<file path="config.mk">
export PLATFORM = sky130hd
export DESIGN_NAME = irq_capture16
export DESIGN_NICKNAME = d
export VERILOG_FILES = /design/src/rtl/irq_capture16.sv
export SDC_FILE = /design/constraint.sdc
export NUM_CORES = 1
export LEC_CHECK = 0
export ABC_AREA = 1
export BUFFER_PORTS_ARGS = -buffer_cell sky130_fd_sc_hd__buf_4
export CORE_ASPECT_RATIO = 1.5
export CORE_UTILIZATION = 39
export CTS_CLUSTER_DIAMETER = 30
export DETAILED_ROUTE_END_ITERATION = 10
export SLEW_MARGIN = 20
export SYNTH_ARGS = -nofsm -noshare
export SYNTH_HDL_FRONTEND = slang
export SYNTH_SLANG_ARGS = --single-unit
</file>
<file path="constraint.sdc">
create_clock -name clk -period 2.1 [get_ports clk]
set_input_delay 0.105 -clock clk [delete_from_list [all_inputs] [get_ports clk]]
set_output_delay 0.105 -clock clk [all_outputs]
set_load 0.1 [all_outputs]
</file>
<file path="src/rtl/irq_capture16.sv">
// 16-source rising-edge interrupt capture with a present/ack/holdoff handshake (Valid one edge after Pend).
// Optional IRQ_SYNC_EN macro inserts a 2-flop synchroniser per Irq bit (+2 cycles latency).
module irq_capture16 #(
   parameter int HOLDOFF = 2
) (
   input  logic        clk,
   input  logic        rst_n,
   input  logic [15:0] Irq,
   input  logic [15:0] Mask,
   output logic [15:0] Pend,
   output logic        Valid,
   input  logic        Ack,
   input  logic [3:0]  AckIdx,
   output logic        Ovf
);

   typedef enum logic [1:0] {IDLE, PRESENT, HOLD} state_t;

   localparam logic [3:0] HOLD_LOAD = 4'(HOLDOFF - 1);

   state_t      state, state_nxt;
   logic [15:0] samp, prev, pending, pending_nxt, rise, clr;
   logic [3:0]  cnt, cnt_nxt;
   logic        ovf_nxt;

`ifdef IRQ_SYNC_EN
   logic [15:0] sync1, sync2;

   always_ff @(posedge clk or negedge rst_n) begin
      if (!rst_n) begin
         sync1 <= '0;
         sync2 <= '0;
      end else begin
         sync1 <= Irq;
         sync2 <= sync1;
      end
   end

   assign samp = sync2;
`else
   assign samp = Irq;
`endif

   assign Pend  = pending & ~Mask;
   assign Valid = (state == PRESENT);

   // A new edge on the bit being acknowledged wins over the clear and is not an overflow.
   always_comb begin
      rise = samp & ~prev;
      clr  = '0;
      if (state == PRESENT && Ack)
         clr = 16'h0001 << AckIdx;
      pending_nxt = (pending & ~clr) | rise;
      ovf_nxt     = |(rise & pending & ~clr);
   end

   always_comb begin
      state_nxt = state;
      cnt_nxt   = cnt;
      case (state)
         IDLE: begin
            if (Pend != 16'h0000)
               state_nxt = PRESENT;
         end
         PRESENT: begin
            if (Ack) begin
               state_nxt = HOLD;
               cnt_nxt   = HOLD_LOAD;
            end else if (Pend == 16'h0000) begin
               state_nxt = IDLE;
            end
         end
         HOLD: begin
            if (cnt == 4'd0)
               state_nxt = IDLE;
            else
               cnt_nxt = cnt - 4'd1;
         end
         default: state_nxt = IDLE;
      endcase
   end

   always_ff @(posedge clk or negedge rst_n) begin
      if (!rst_n) begin
         state   <= IDLE;
         cnt     <= '0;
         prev    <= '0;
         pending <= '0;
         Ovf     <= 1'b0;
      end else begin
         state   <= state_nxt;
         cnt     <= cnt_nxt;
         prev    <= samp;
         pending <= pending_nxt;
         Ovf     <= ovf_nxt;
      end
   end

endmodule

</file>
* Word level (Yosys, flattened, before mapping)
Cells that the tools add are included.
Cells by class: add/subtract/negate cells 1, eq/ne operators 7, shifts and indexed selects 1, mux-type cells 9, bitwise logic cells 9, reductions and logical operators 9
Operator list (number):
- $and A16 B16 Y16 | 5
- $not A16 Y16 | 3
- $logic_not A16 Y1 | 1
- $mux W16 | 1
- $or A16 B16 Y16 | 1
- $reduce_bool A16 Y1 | 1
- $reduce_or A16 Y1 | 1
- $shl A1 B4 Y16 const A | 1
- $mux W2 | 4
- $mux W4 | 2
- $pmux W4 S2 | 1
- $ne A2 B2 Y1 const B | 3
- $pmux W2 S3 | 1
- $reduce_and A3 Y1 | 2
- $logic_not A4 Y1 | 1
- $sub A4 B1 Y4 const B | 1
- $ne A3 B1 Y1 const B | 1
- $eq A2 B1 Y1 const B | 1
- $eq A2 B2 Y1 const B | 1
- $logic_not A2 Y1 | 1
- $ne A2 B1 Y1 const B | 1
- $reduce_bool A2 Y1 | 1
- $logic_and A1 B1 Y1 | 1
Storage, ports and cells: flip-flop bits (word level) 39, input bits 39, output and inout port bits 18, word-level logic and storage cells 41

* Logic depth before layout (Yosys ltp)
depth after elaboration 6, gate-level depth with buffers 13, depth with buffers taken out 13

* Worst setup path after synthesis
No wires, ideal clock.
path kind register to register, start point register state[1], end point register Ovf, data arrival time 2.142 ns, slack -0.161 ns, stages on the path, launching flop included 12, buffers on the path 0, path through dfrtp_1 > inv_1 > ha_1 > nand2_2 > nor2_4 > inv_1 > o21ai_1 > nor2_1 > nor2_1 > nand2_1 > nor2_1 > nand2_1
On the way: word-level cells in the longest chain between the ends 6
Ends and longest elaborated chain:
- from (decl) | RTL line 21 | state_t state, state_nxt;
- from (signal assigned) | RTL line 91 | state <= state_nxt;
- $eq A2 B1 Y1
- named net Valid | RTL line 11 | output logic Valid,
- $logic_and A1 B1 Y1 | RTL line 51 | if (state == PRESENT && Ack)
- $mux W16 | RTL line 51
- $not A16 Y16 | RTL line 54 | ovf_nxt = |(rise & pending & ~clr);
- $and A16 B16 Y16 | RTL line 54
- $reduce_or A16 Y1 | RTL line 54
- named net ovf_nxt | RTL line 24 | logic ovf_nxt;
- to (signal assigned) | RTL line 95 | Ovf <= ovf_nxt;
- to (decl) | RTL line 14 | output logic Ovf
The timed path passes the listed nets, and every way through them passes these cells. A chain may end at the register's enable or synchronous reset.

* Worst setup path after layout
start point register state[1], end point register Ovf
On the way: word-level cells in the longest chain between the ends 6
Ends and longest elaborated chain (RTL line):
- $eq A2 B1 Y1 | 51
- $logic_and A1 B1 Y1 | 51
- $mux W16 | 51
- $not A16 Y16 | 54
- $and A16 B16 Y16 | 54
- $reduce_or A16 Y1 | 54
- named net ovf_nxt | 24
The timed path passes the listed nets, and every way through them passes these cells.

==> impl_results.md <==
* VDD IR max at 0.5271 mV
* Sequential-to-total area share from yosys stat at 49.37%
* Final Wtd Congestion at 0.8828
* TritonRoute pass-1 iters at 4
* ANT cells at 0
* Max transition margin at 67.58%
* DRT iter0 DRCs at 57
* Clock sink count at 39
* Commonest non-fill, non-tap cell in the layout: nand2_1
* Logic gate share of total power at 41.5%
* Drt via density at 4.349
* Pin count of the biggest net entering global routing at 40
* Starting Density at 40.77%
* Final setup viols at 0
* Clk_lat worst skew at 0.29 ns
* Via count at 1796
* Hpwl dp at 3.534 mm
* Filler cells at 476
* Die Span Y at 89.20 µm
* Max-cap violations at 0
* Status: completed
* F_max at 610.0 MHz
* Cell Area, Synth at 0.001977 mm²
* H-tree depth at 2
* Slew of the pin with the lowest slew margin at 0.4863 ns
* Clock share of power at 20.9%
* WS Path Type: reg -> reg
* Crit path capture type: register
* DRC viols at 0
* Die outline area at 0.005363 mm²
* Share of layout cells above drive strength 1 at 20.75%
* Int Pwr at 1.367 mW
* TritonCTS clock tree: yes
* Synthesis-to-finish area growth at 37.72%
* Final hold vios at 0
* Overall routing resource usage at 18.77%
* Syn nets at 312
* Final #Nets at 390
* Sw power at 0.9726 mW
* Top-Level Pins at 57
* Sum of negative setup slack at 0 ns
* Port Buf Inserts at 56
* Critical Path AT at 1.82 ns
* Wire per inst at 10.74 µm
* Switch share at 41.58%
* Hold Path Class: in -> reg
* Routed WL at 4.435 mm
* Max Slew Vio Count at 0
* Mean Syn Cell Area at 7.376 µm²
* Crit path time final at 1.639 ns
* Mapped Cells at 268
* Startpoint types: register
* Library cells used by synthesis at 22
* Reg clk slew, reported paths at 0.08 ns
* Util after Layout at 56.15%
* Commonest non-fill, non-tap cells in the layout: nand2_1 (83), inv_1 (65), buf_4 (56), dfrtp_1 (39), nor2_1 (32)
* First-pass GRT wire length at 7.196 mm
* Area of the multi-input gates at 737.0 µm²
* Grt ovf at 0
* CTS buffer count at 5
* Count of state elements after synthesis at 39
* Die W at 60.13 µm
* Critical Path RT at 2.28 ns
* Worst Skew at 0.005020 ns
* Core ar. at 0.004848 mm²
* Post-DRT Antenna Nets at 0
* PD cells at 859.2 mW/mm²
* CP max FO at 5
* RSZ-0062 raised after global routing: false
* Yosys warns at 0
* Cell Rows at 31
* Clk root buf: clkbuf_8
* Period Utilization, post-route at 78.07%
* Vias in the first global route at 1686
* Initial antenna violation count at 0
* CTS Buffer Depth at 2
* Sequential Area at 975.9 µm²
* Lkg Pwr at 1.527 nW
* PostCTS Resize Cnt at 0
* Seq pwr share at 37.5%
## worst max-delay path, stage by stage (launching register included)
cell and delay, ns:
dfrtp_1 0.40, inv_1 0.09, ha_2 0.20, nand2_2 0.08, inv_2 0.08, nand2_4 0.06
inv_1 0.11, nand2_1 0.06, nand2_1 0.08, nor2_1 0.06, nor2_1 0.10, nand2_1 0.06
nor2_1 0.10, nand2_1 0.06
## layout make-up
type                            instances  area share (%)
Clock buffer                            6           2.665
Clock inverter                          2          0.4596
Inverter                               67           9.237
Multi-Input combinational cell        160           27.07
Sequential cell                        39           35.85
Tap cell                               66           3.033
Timing Repair Buffer                   73           21.69
## cells in the mapped netlist (all sizes together)
| library cell | n | share of area (%) |
|---|---|---|
| inv | 67 | 13 |
| nand3 | 9 | 2.3 |
| a22o | 1 | 0.44 |
| ha | 5 | 3.2 |
| dfrtp | 39 | 49 |
| a21oi | 1 | 0.25 |
| nand4 | 5 | 1.6 |
| nand2 | 85 | 17 |
| a31o | 1 | 0.44 |
| nor3 | 7 | 2.0 |
| buf | 2 | 0.76 |
| nor2 | 33 | 6.6 |
| nor3b | 1 | 0.38 |
| o21ai | 11 | 3.0 |
| o22ai | 1 | 0.32 |
## per-layer routing
layer,vias to the layer above,wire (µm),global-route usage [%]
met3,9,134,3.473
met2,36,2423,33.97
met1,801,1770,20.78
met5,-,0,0
li1,950,-,-
met4,0,108,8.245
## metrics by stage
stage               hold WS, ns  std cells  setup slack, ns  instance area, µm²  power (mW)
floorplan               -0.1906        268           0.1755                1979       1.612
global placement         0.1119        388           0.4967                2467       1.843
detailed placement       0.1114        388           0.4559                2467       1.852
CTS                      0.1825        413           0.4456                2723       2.372
global route             0.2214        413           0.2695                2723       2.500
finish                   0.1870        413           0.4606                2723       2.339
## state kept, by name, indices dropped and copies added, names as in the netlist
| signal | flops |
|---|---|
| Ovf | 1 |
| cnt | 4 |
| pending | 16 |
| prev | 16 |
| state | 2 |
## worst paths after layout
| kind | start | end | slack [ns] | depth (start not counted) |
|---|---|---|---|---|
| setup reg to reg | state[1]$_DFFE_PN0P_ | Ovf$_DFF_PN0_ | 0.46 | 13 |
| max in group asynchronous | rst_n | pending[1]$_DFF_PN0_ | 1.44 | 2 |
| min in group asynchronous | rst_n | prev[2]$_DFF_PN0_ | 0.32 | 2 |
| hold / removal | AckIdx[3] | pending[14]$_DFF_PN0_ | 0.19 | 4 |
| hold reg to reg | prev[3]$_DFF_PN0_ | pending[3]$_DFF_PN0_ | 0.47 | 1 |
| setup / recovery | state[1]$_DFFE_PN0P_ | Ovf$_DFF_PN0_ | 0.46 | 13 |
## cells by family (layout without fill, tap and decap cells)
| logic type | Yosys count | after routing | synth area share [%] |
|---|---|---|---|
| and+or+nand+nor | 140 | 140 | 29.56 |
| buffers and inverters | 69 | 148 | 13.48 |
| DFF | 39 | 39 | 49.37 |
| AOI/OAI and AO/OA | 15 | 15 | 4.431 |
| adders and majority gates | 5 | 5 | 3.165 |
## power by group through the flow
stage / Combinational, mW / Clock (mW) / Sequential [mW]
after floorplan: 0.729 / 0 / 0.883
after global placement: 0.951 / 0 / 0.892
after detailed placement: 0.958 / 0 / 0.894
after CTS: 0.986 / 0.507 / 0.879
after global routing: 1.08 / 0.531 / 0.888
final: 0.971 / 0.490 / 0.878
## repair_timing
action,CTS,global route
setup buffers,0,0
hold buffers,17,0
hold endpoints to repair,55,0
Power figures use the tool's default switching activity.
